File: config.mk
export PLATFORM = sky130hd
export DESIGN_NAME = mux_n_1_seq
export DESIGN_NICKNAME = d
export VERILOG_FILES = /design/src/rtl/mux_pkg.sv /design/src/rtl/mux_rr_arb.sv /design/src/rtl/mux_n_1_seq.sv
export SDC_FILE = /design/constraint.sdc
export NUM_CORES = 1
export LEC_CHECK = 0
export BUFFER_PORTS_ARGS = -buffer_cell sky130_fd_sc_hd__buf_2
export CAP_MARGIN = 20
export CORE_ASPECT_RATIO = 0.75
export CORE_MARGIN = 4
export CORE_UTILIZATION = 45
export CTS_BUF_LIST = sky130_fd_sc_hd__clkbuf_16
export CTS_CLUSTER_DIAMETER = 100
export CTS_CLUSTER_SIZE = 24
export DETAILED_ROUTE_END_ITERATION = 10
export PLACE_DENSITY = 0.84
export SYNTH_ARGS = -nofsm -noshare
export SYNTH_HDL_FRONTEND = slang
export SYNTH_SLANG_ARGS = --single-unit
File: constraint.sdc
create_clock -name clk_in -period 5.6 [get_ports clk_in]
set_clock_uncertainty 0.1 [all_clocks]
set_input_delay 0.28 -clock clk_in [delete_from_list [all_inputs] [get_ports clk_in]]
set_output_delay 0.28 -clock clk_in [all_outputs]
set_load 0.01 [all_outputs]
File: src/rtl/mux_pkg.sv
// mux_pkg: shared mode constants and default sizing for mux_n_1_seq
package mux_pkg;
  localparam int DEF_WIDTH = 8;
  localparam int DEF_CHANNELS = 4;
  localparam logic MODE_DIRECT = 1'b0;
  localparam logic MODE_SCAN = 1'b1;
endpackage

File: src/rtl/mux_rr_arb.sv
// mux_rr_arb: combinational wrapping first-set search of req starting at ptr
module mux_rr_arb #(
  parameter int CHANNELS = 4,
  localparam int SEL_W = $clog2(CHANNELS)
) (
  input  logic [CHANNELS-1:0] req,
  input  logic [SEL_W-1:0]    ptr,
  output logic [SEL_W-1:0]    gnt,
  output logic                gnt_vld
);
  logic [SEL_W-1:0] idx;
  always_comb begin
    gnt = '0;
    gnt_vld = 1'b0;
    idx = '0;
    for (int i = CHANNELS - 1; i >= 0; i--) begin
      idx = SEL_W'((int'(ptr) + i) % CHANNELS);
      if (req[idx]) begin
        gnt = idx;
        gnt_vld = 1'b1;
      end
    end
  end
endmodule

File: src/rtl/mux_n_1_seq.sv
// mux_n_1_seq: registered N:1 mux, direct select or round-robin scan, ready/valid output; MUX_SEL_ERR_EN adds sticky err_out
module mux_n_1_seq
  import mux_pkg::*;
#(
  parameter int WIDTH = DEF_WIDTH,
  parameter int CHANNELS = DEF_CHANNELS,
  localparam int SEL_W = $clog2(CHANNELS)
) (
  input  logic                      clk_in,
  input  logic                      rst_n_in,
  input  logic [CHANNELS*WIDTH-1:0] d_in,
  input  logic [CHANNELS-1:0]       valid_in,
  input  logic [SEL_W-1:0]          sel_in,
  input  logic                      mode_in,
  input  logic                      ready_in,
  output logic [WIDTH-1:0]          y_out,
  output logic                      valid_out,
  output logic [SEL_W-1:0]          ch_out
`ifdef MUX_SEL_ERR_EN
  ,
  output logic                      err_out
`endif
);
  localparam int NP = 2 ** SEL_W;
  logic [NP-1:0] v_pad;
  logic [NP*WIDTH-1:0] d_pad;
  logic [WIDTH-1:0] ch_data [NP];
  logic [SEL_W-1:0] ptr, arb_gnt, cand;
  logic arb_vld, dir_ok, cand_vld, load, scan;
  assign v_pad = NP'(valid_in);
  assign d_pad = (NP * WIDTH)'(d_in);
  for (genvar k = 0; k < NP; k++) begin : g_ch
    assign ch_data[k] = d_pad[k*WIDTH +: WIDTH];
  end
  mux_rr_arb #(.CHANNELS(CHANNELS)) u_arb (
    .req(valid_in),
    .ptr(ptr),
    .gnt(arb_gnt),
    .gnt_vld(arb_vld)
  );
  assign scan = mode_in == MODE_SCAN;
  assign dir_ok = v_pad[sel_in];
  assign cand_vld = scan ? arb_vld : dir_ok;
  assign cand = scan ? arb_gnt : sel_in;
  assign load = !valid_out || ready_in;
  always_ff @(posedge clk_in or negedge rst_n_in) begin
    if (!rst_n_in) begin
      y_out <= '0;
      ch_out <= '0;
      valid_out <= 1'b0;
      ptr <= '0;
    end else if (load) begin
      valid_out <= cand_vld;
      if (cand_vld) begin
        y_out <= ch_data[cand];
        ch_out <= cand;
      end
      if (cand_vld && scan) ptr <= (cand == SEL_W'(CHANNELS - 1)) ? '0 : cand + 1'b1;
    end
  end
`ifdef MUX_SEL_ERR_EN
  always_ff @(posedge clk_in or negedge rst_n_in) begin
    if (!rst_n_in) err_out <= 1'b0;
    else if (load && !scan && !dir_ok) err_out <= 1'b1;
  end
`endif
endmodule

Word level (Yosys, flattened, before mapping)
Cells that the tools add are included.
Cells by class
  add/subtract/negate cells: 4
  multipliers: 0
  divide/modulo/power cells: 0
  $lt $le $gt $ge: 6
  equality and inequality tests: 1
  shift operators: 0
  muxes and demuxes: 24
  bitwise logic cells: 1
  reductions and logical operators: 5
Operators with widths (number)
  $bmux W8 S2: 1
  $mux W8: 2
  $lt A2 B3 Y1 const B: 5
  $mux W2: 6
  $bmux W1 S2: 5
  $mux W1: 10
  $add A2 B1 Y2 const B: 2
  $add A2 B2 Y2 const B: 2
  $reduce_and A2 Y1: 2
  $ge A3 B3 Y1 const B: 1
  $not A2 Y3: 1
  $eq A2 B2 Y1 const B: 1
  $logic_and A1 B1 Y1: 1
  $logic_not A1 Y1: 1
  $logic_or A1 B1 Y1: 1
Word-level totals
  register bits after elaboration: 13
  bits in latches: 0
  memory bits (writable): 0
  memory bits (read-only): 0
  input port bits: 42
  output and inout port bits: 11
  word-level logic and storage cells: 45
  memories kept: 0

Depth between registers and ports, before layout
  depth in word-level cells: 12
  depth in mapped cells: 8
  depth with buffers taken out: 6

Hierarchy
A second synthesis with hierarchy kept.
Unflattened totals
  cell total of the unflattened synthesis: 60
  area total of the unflattened synthesis: 860.8 um^2
Modules (own cells, without submodules)
  mux_n_1_seq: times used 1, cells each 47, area an instance 783.3 um^2, seq. area each 325.3 um^2
  mux_rr_arb: times used 1, cells each 13, area an instance 77.6 um^2, seq. area each 0.0 um^2

Worst setup path before layout
No wires, ideal clock.
  kind: flip-flop to flip-flop
  start: register ptr[1]
  end: register y_out[0]
  library setup time: 140 ps
  data arrival time: 1580 ps
  data required time: 5360 ps
  setup slack: 3780 ps
  stages on the path, launching flop included: 9
  buffers on the path: 2
  clock period less this slack: 1820 ps
  cell sequence: dfrtp_1 -> inv_2 -> a2111oi_2 -> a31oi_1 -> a31o_1 -> buf_6 -> buf_12 -> mux2i_1 -> o221ai_1
Between the ends
  word-level cells in the longest chain between the ends: 12
  elaborated cells on any way between the ends: 26
  those cells by class: 3 x add/sub; 21 x mux; 1 x bitwise; 1 x reduce/logical
Ends and longest elaborated chain
  start, declared: RTL line mux_n_1_seq.sv:28  | logic [SEL_W-1:0] ptr, arb_gnt, cand;
  start signal, assigned: RTL line mux_n_1_seq.sv:58  | if (cand_vld && scan) ptr <= (cand == SEL_W'(CHANNELS - 1)) ? '0 : cand + 1'b1;
  $add A2 B2 Y2: RTL line mux_rr_arb.sv:17  | idx = SEL_W'((int'(ptr) + i) % CHANNELS);
  $bmux W1 S2: RTL line mux_rr_arb.sv:18  | if (req[idx]) begin
  $mux W1 (not written as such): RTL line mux_rr_arb.sv:18
  $mux W2 (4 in series): RTL line mux_rr_arb.sv:18
  $mux W2: RTL line mux_n_1_seq.sv:44  | assign cand = scan ? arb_gnt : sel_in;
  $not A2 Y3 (not written as such): RTL line mux_n_1_seq.sv:55  | y_out <= ch_data[cand];
  $bmux W8 S2: RTL line mux_n_1_seq.sv:55
  $mux W8 (not written as such) (2 in series): RTL line mux_n_1_seq.sv:55
  end signal, assigned: RTL line mux_n_1_seq.sv:55
  end, declared: RTL line mux_n_1_seq.sv:16  | output logic [WIDTH-1:0] y_out,
Several ways; a longest one is shown, not always the timed one. The select of a mux whose other input is x is not followed.
A chain may end at the register's enable or synchronous reset.

Worst setup path after layout
  start: register ptr[1]
  end: register y_out[2]
The elaborated chain is that of the path after synthesis.

==> insert_results.sql <==
INSERT INTO impl_metrics (metric_group, metric, value, unit) VALUES
('status', 'result_of_the_run', 'finished, final reports clean', ''),
('route', 'drt_pre_antenna_iters', '4', ''),
('hold_path', 'min_path_type', 'in2reg', ''),
('die', 'die_h', '45.7', 'µm'),
('timing', 'setup_viol', '0', ''),
('synthesis', 'synth_fp_nets', '127', ''),
('global_routing', 'grt_antenna_before_repair', '0', ''),
('clock_tree', 'cts_inserted_buffers', '3', ''),
('route', 'route.detailed.drc', '0', ''),
('timing', 'slew_violations', '0', ''),
('die', 'boundaryPins', '53', ''),
('final_layout', 'fill_cells', '144', ''),
('critical_path', 'crit_buf_inv', '1', ''),
('synthesis', 'synth_sequential_area_ratio', '38.1', '%'),
('route', 'maxUsedRoutingLayer', 'met4', ''),
('synthesis', 'synth_cell_type_count', '25', ''),
('synthesis', 'yosys_register_bits', '13', ''),
('critical_path', 'worstPathMaxFanout', '18', ''),
('power_and_ir_drop', 'report.power.total', '0.459', 'mW'),
('clock_tree', 'clock-sinks', '13', ''),
('die', 'initial_core_util', '48.1', '%'),
('global_routing', 'grt_max_degree', '19', ''),
('global_routing', 'groute.usage.overall', '20.4', '%'),
('clock_tree', 'cts-root-to-sink-buffers', '2', ''),
('final_layout', 'final_common_cell', 'sky130_fd_sc_hd__buf_2', ''),
('timing', 'finalCritPeriodShare', '42.9', '%'),
('die', 'core', '1770', 'µm²'),
('clock_tree', 'cts-root-buf', 'sky130_fd_sc_hd__clkbuf_16', ''),
('route', 'm1WireLength', '943', 'µm'),
('final_layout', 'final_net_count', '181', ''),
('route', 'wirelength', '2690', 'µm'),
('critical_path', 'timing.critical_path.slowest_cell_delay', '0.82', 'ns'),
('power_and_ir_drop', 'power.density_cell_area', '385', 'nW/µm²'),
('die', 'die_ar', '2660', 'µm²'),
('timing', 'relSlewSlack', '36.2', '%'),
('critical_path', 'cpMostUsedCell', 'sky130_fd_sc_hd__o221ai_1', ''),
('timing', 'holdWs', '0.236', 'ns'),
('synthesis', 'post_synth_instance_area', '853', 'µm²'),
('synthesis', 'syn-mean-instance-area', '10.0', 'µm²'),
('critical_path', 'critical_path_class', 'reg2reg', ''),
('timing', 'worst_slew_pin_slew', '0.956', 'ns'),
('final_layout', 'most_frequent_cells_in_the_layout', 'sky130_fd_sc_hd__buf_2, sky130_fd_sc_hd__mux2i_1, sky130_fd_sc_hd__nand2_1, sky130_fd_sc_hd__dfrtp_1, sky130_fd_sc_hd__o221ai_1', ''),
('timing', 'max_freq', '416', 'MHz'),
('final_layout', 'areaGrowthSynthToFinish', '39.4', '%'),
('route', 'drtIter0Drc', '51', ''),
('clock_tree', 'clock_latency', '0.24', 'ns'),
('timing', 'count_of_final_hold_check_violations', '0', ''),
('clock_tree', 'cts_tree', 'done', ''),
('power_and_ir_drop', 'net_switching_fraction_of_the_power', '34.9', '%'),
('critical_path', 'cp.arrival', '2.38', 'ns'),
('placed_design', 'port_buffers', '52', ''),
('route', 'detail_route.wl_per_cell', '16.8', 'µm'),
('timing', 'totalNegativeSetupSlack', '0', 'ns'),
('placed_design', 'routabilityCongestion', '0.926', ''),
('power_and_ir_drop', 'leakage_power_figure', '0.631', 'nW'),
('critical_path', 'cp_top_family', 'compound AO/OA/AOI/OAI gates', ''),
('final_layout', 'drive_gt1_share', '44.2', '%'),
('route', 'detail-route-antenna-nets', '0', ''),
('power_and_ir_drop', 'switching_power', '0.160', 'mW'),
('timing', 'rsz0062_at_grt', 'no', ''),
('die', 'dieWidth', '58.3', 'µm'),
('power_and_ir_drop', 'clock_power_share', '30.0', '%'),
('critical_path', 'worst_setup_path_end_kind', 'register', ''),
('critical_path', 'critPathRequiredTime', '5.58', 'ns'),
('global_routing', 'via_count_of_the_first_global_routing_pass', '872', ''),
('synthesis', 'syn_inst', '85', ''),
('global_routing', 'grt_first_pass_wirelength', '4000', 'µm'),
('power_and_ir_drop', 'power_frac_seq', '32.8', '%'),
('final_layout', 'multiInputGateArea', '475', 'µm²'),
('clock_tree', 'cts_htree_levels', '1', ''),
('die', 'rows', '13', '');
==> synth_stat cells <==
| library cell | number | area [µm²] |
|---|---|---|
| sky130_fd_sc_hd__a31o_1 | 1 | 8.76 |
| sky130_fd_sc_hd__nand2_1 | 16 | 60.1 |
| sky130_fd_sc_hd__inv_2 | 2 | 7.51 |
| sky130_fd_sc_hd__o21ai_1 | 1 | 5.00 |
| sky130_fd_sc_hd__a31oi_1 | 1 | 6.26 |
| sky130_fd_sc_hd__nor2_1 | 3 | 11.3 |
| sky130_fd_sc_hd__or2_1 | 1 | 6.26 |
| sky130_fd_sc_hd__nor2b_1 | 1 | 6.26 |
| sky130_fd_sc_hd__a21oi_1 | 3 | 15.0 |
| sky130_fd_sc_hd__mux2i_1 | 17 | 170 |
| sky130_fd_sc_hd__buf_2 | 2 | 10.0 |
| sky130_fd_sc_hd__nand2b_1 | 2 | 12.5 |
| sky130_fd_sc_hd__inv_1 | 1 | 3.75 |
| sky130_fd_sc_hd__xor2_1 | 1 | 8.76 |
| sky130_fd_sc_hd__mux4_2 | 1 | 22.5 |
| sky130_fd_sc_hd__buf_6 | 1 | 11.3 |
| sky130_fd_sc_hd__o221ai_1 | 10 | 87.6 |
| sky130_fd_sc_hd__nor4_1 | 1 | 6.26 |
| sky130_fd_sc_hd__a21o_1 | 1 | 7.51 |
| sky130_fd_sc_hd__buf_12 | 1 | 20.0 |
| sky130_fd_sc_hd__o211a_1 | 1 | 10.0 |
| sky130_fd_sc_hd__or2_2 | 1 | 6.26 |
| sky130_fd_sc_hd__dfrtp_1 | 13 | 325 |
| sky130_fd_sc_hd__o21ai_0 | 2 | 10.0 |
| sky130_fd_sc_hd__a2111oi_2 | 1 | 15.0 |
==> layer usage <==
layer  vias to the layer above  GRT usage [%]
li1                        426              -
met1                       406           24.7
met2                        66           36.1
met3                        10           3.40
met4                         0           8.80
met5                         -              0
==> through the flow <==
| stage | area (µm²) | std cells | setup slack [ns] | utilization, % |
|---|---|---|---|---|
| finish | 1190 | 160 | 3.20 | 67.1 |
| detailed placement | 1100 | 155 | 3.29 | 62.0 |
| global placement | 1100 | 155 | 3.41 | 62.0 |
| floorplan | 853 | 85 | 3.78 | - |
| global route | 1190 | 160 | 3.08 | 67.1 |
| CTS | 1190 | 160 | 3.23 | 67.1 |
==> kinds of logic (layout without fill, tap and decap cells) <==
kind of cell	count (synthesis)	after routing	synth area share [%]
flip-flops	13	13	38.1
XOR/XNOR	1	1	1.03
AO/OA/AOI/OAI	21	21	19.4
AND/OR/NAND/NOR	25	25	12.8
multiplexers	18	18	22.6
buffers and inverters	7	60	6.16
==> state kept, by name (all words and copies together) (netlist names) <==
register   count
y_out          8
ch_out         2
ptr            2
valid_out      1
==> power groups by stage <==
stage | Clock [mW] | Combinational, mW | Sequential [mW]
after CTS | 0.140 | 0.171 | 0.150
after global placement | 0 | 0.160 | 0.146
after floorplan | 0 | 0.106 | 0.157
after detailed placement | 0 | 0.167 | 0.149
final | 0.137 | 0.171 | 0.150
after global routing | 0.145 | 0.187 | 0.153
==> tightest hold or removal path, delay by kind of cell <==
family / cells / cell delay [ns]
buffers and inverters: 1 / 0.08
and+or+nand+nor: 2 / 0.18
==> layout make-up <==
cell class / count / share of cell area (%)
Clock buffer: 3 / 6.31
Clock inverter: 1 / 0.421
Inverter: 3 / 0.946
Multi-Input combinational cell: 65 / 40.0
Sequential cell: 13 / 27.3
Tap cell: 22 / 2.31
Timing Repair Buffer: 53 / 22.7
==> path summary, 6_finish.rpt <==
kind | start | slack, ns | cells past startpoint | endpoint
max in group asynchronous | rst_n_in | 4.79 | 2 | y_out[2]$_DFFE_PN0P_
min | ready_in | 0.24 | 3 | valid_out$_DFFE_PN0P_
min in group asynchronous | rst_n_in | 0.37 | 2 | valid_out$_DFFE_PN0P_
max | ptr[1]$_DFFE_PN0P_ | 3.20 | 6 | y_out[2]$_DFFE_PN0P_
min reg2reg | y_out[6]$_DFFE_PN0P_ | 0.38 | 2 | y_out[6]$_DFFE_PN0P_
max reg2reg | ptr[1]$_DFFE_PN0P_ | 3.20 | 6 | y_out[2]$_DFFE_PN0P_
==> what timing repair did <==
action	CTS	global route
resized for setup	0	0
setup endpoints to repair	0	0
hold buffers	1	0
hold endpoints to repair	13	0
(Power assumes the default switching activity.)
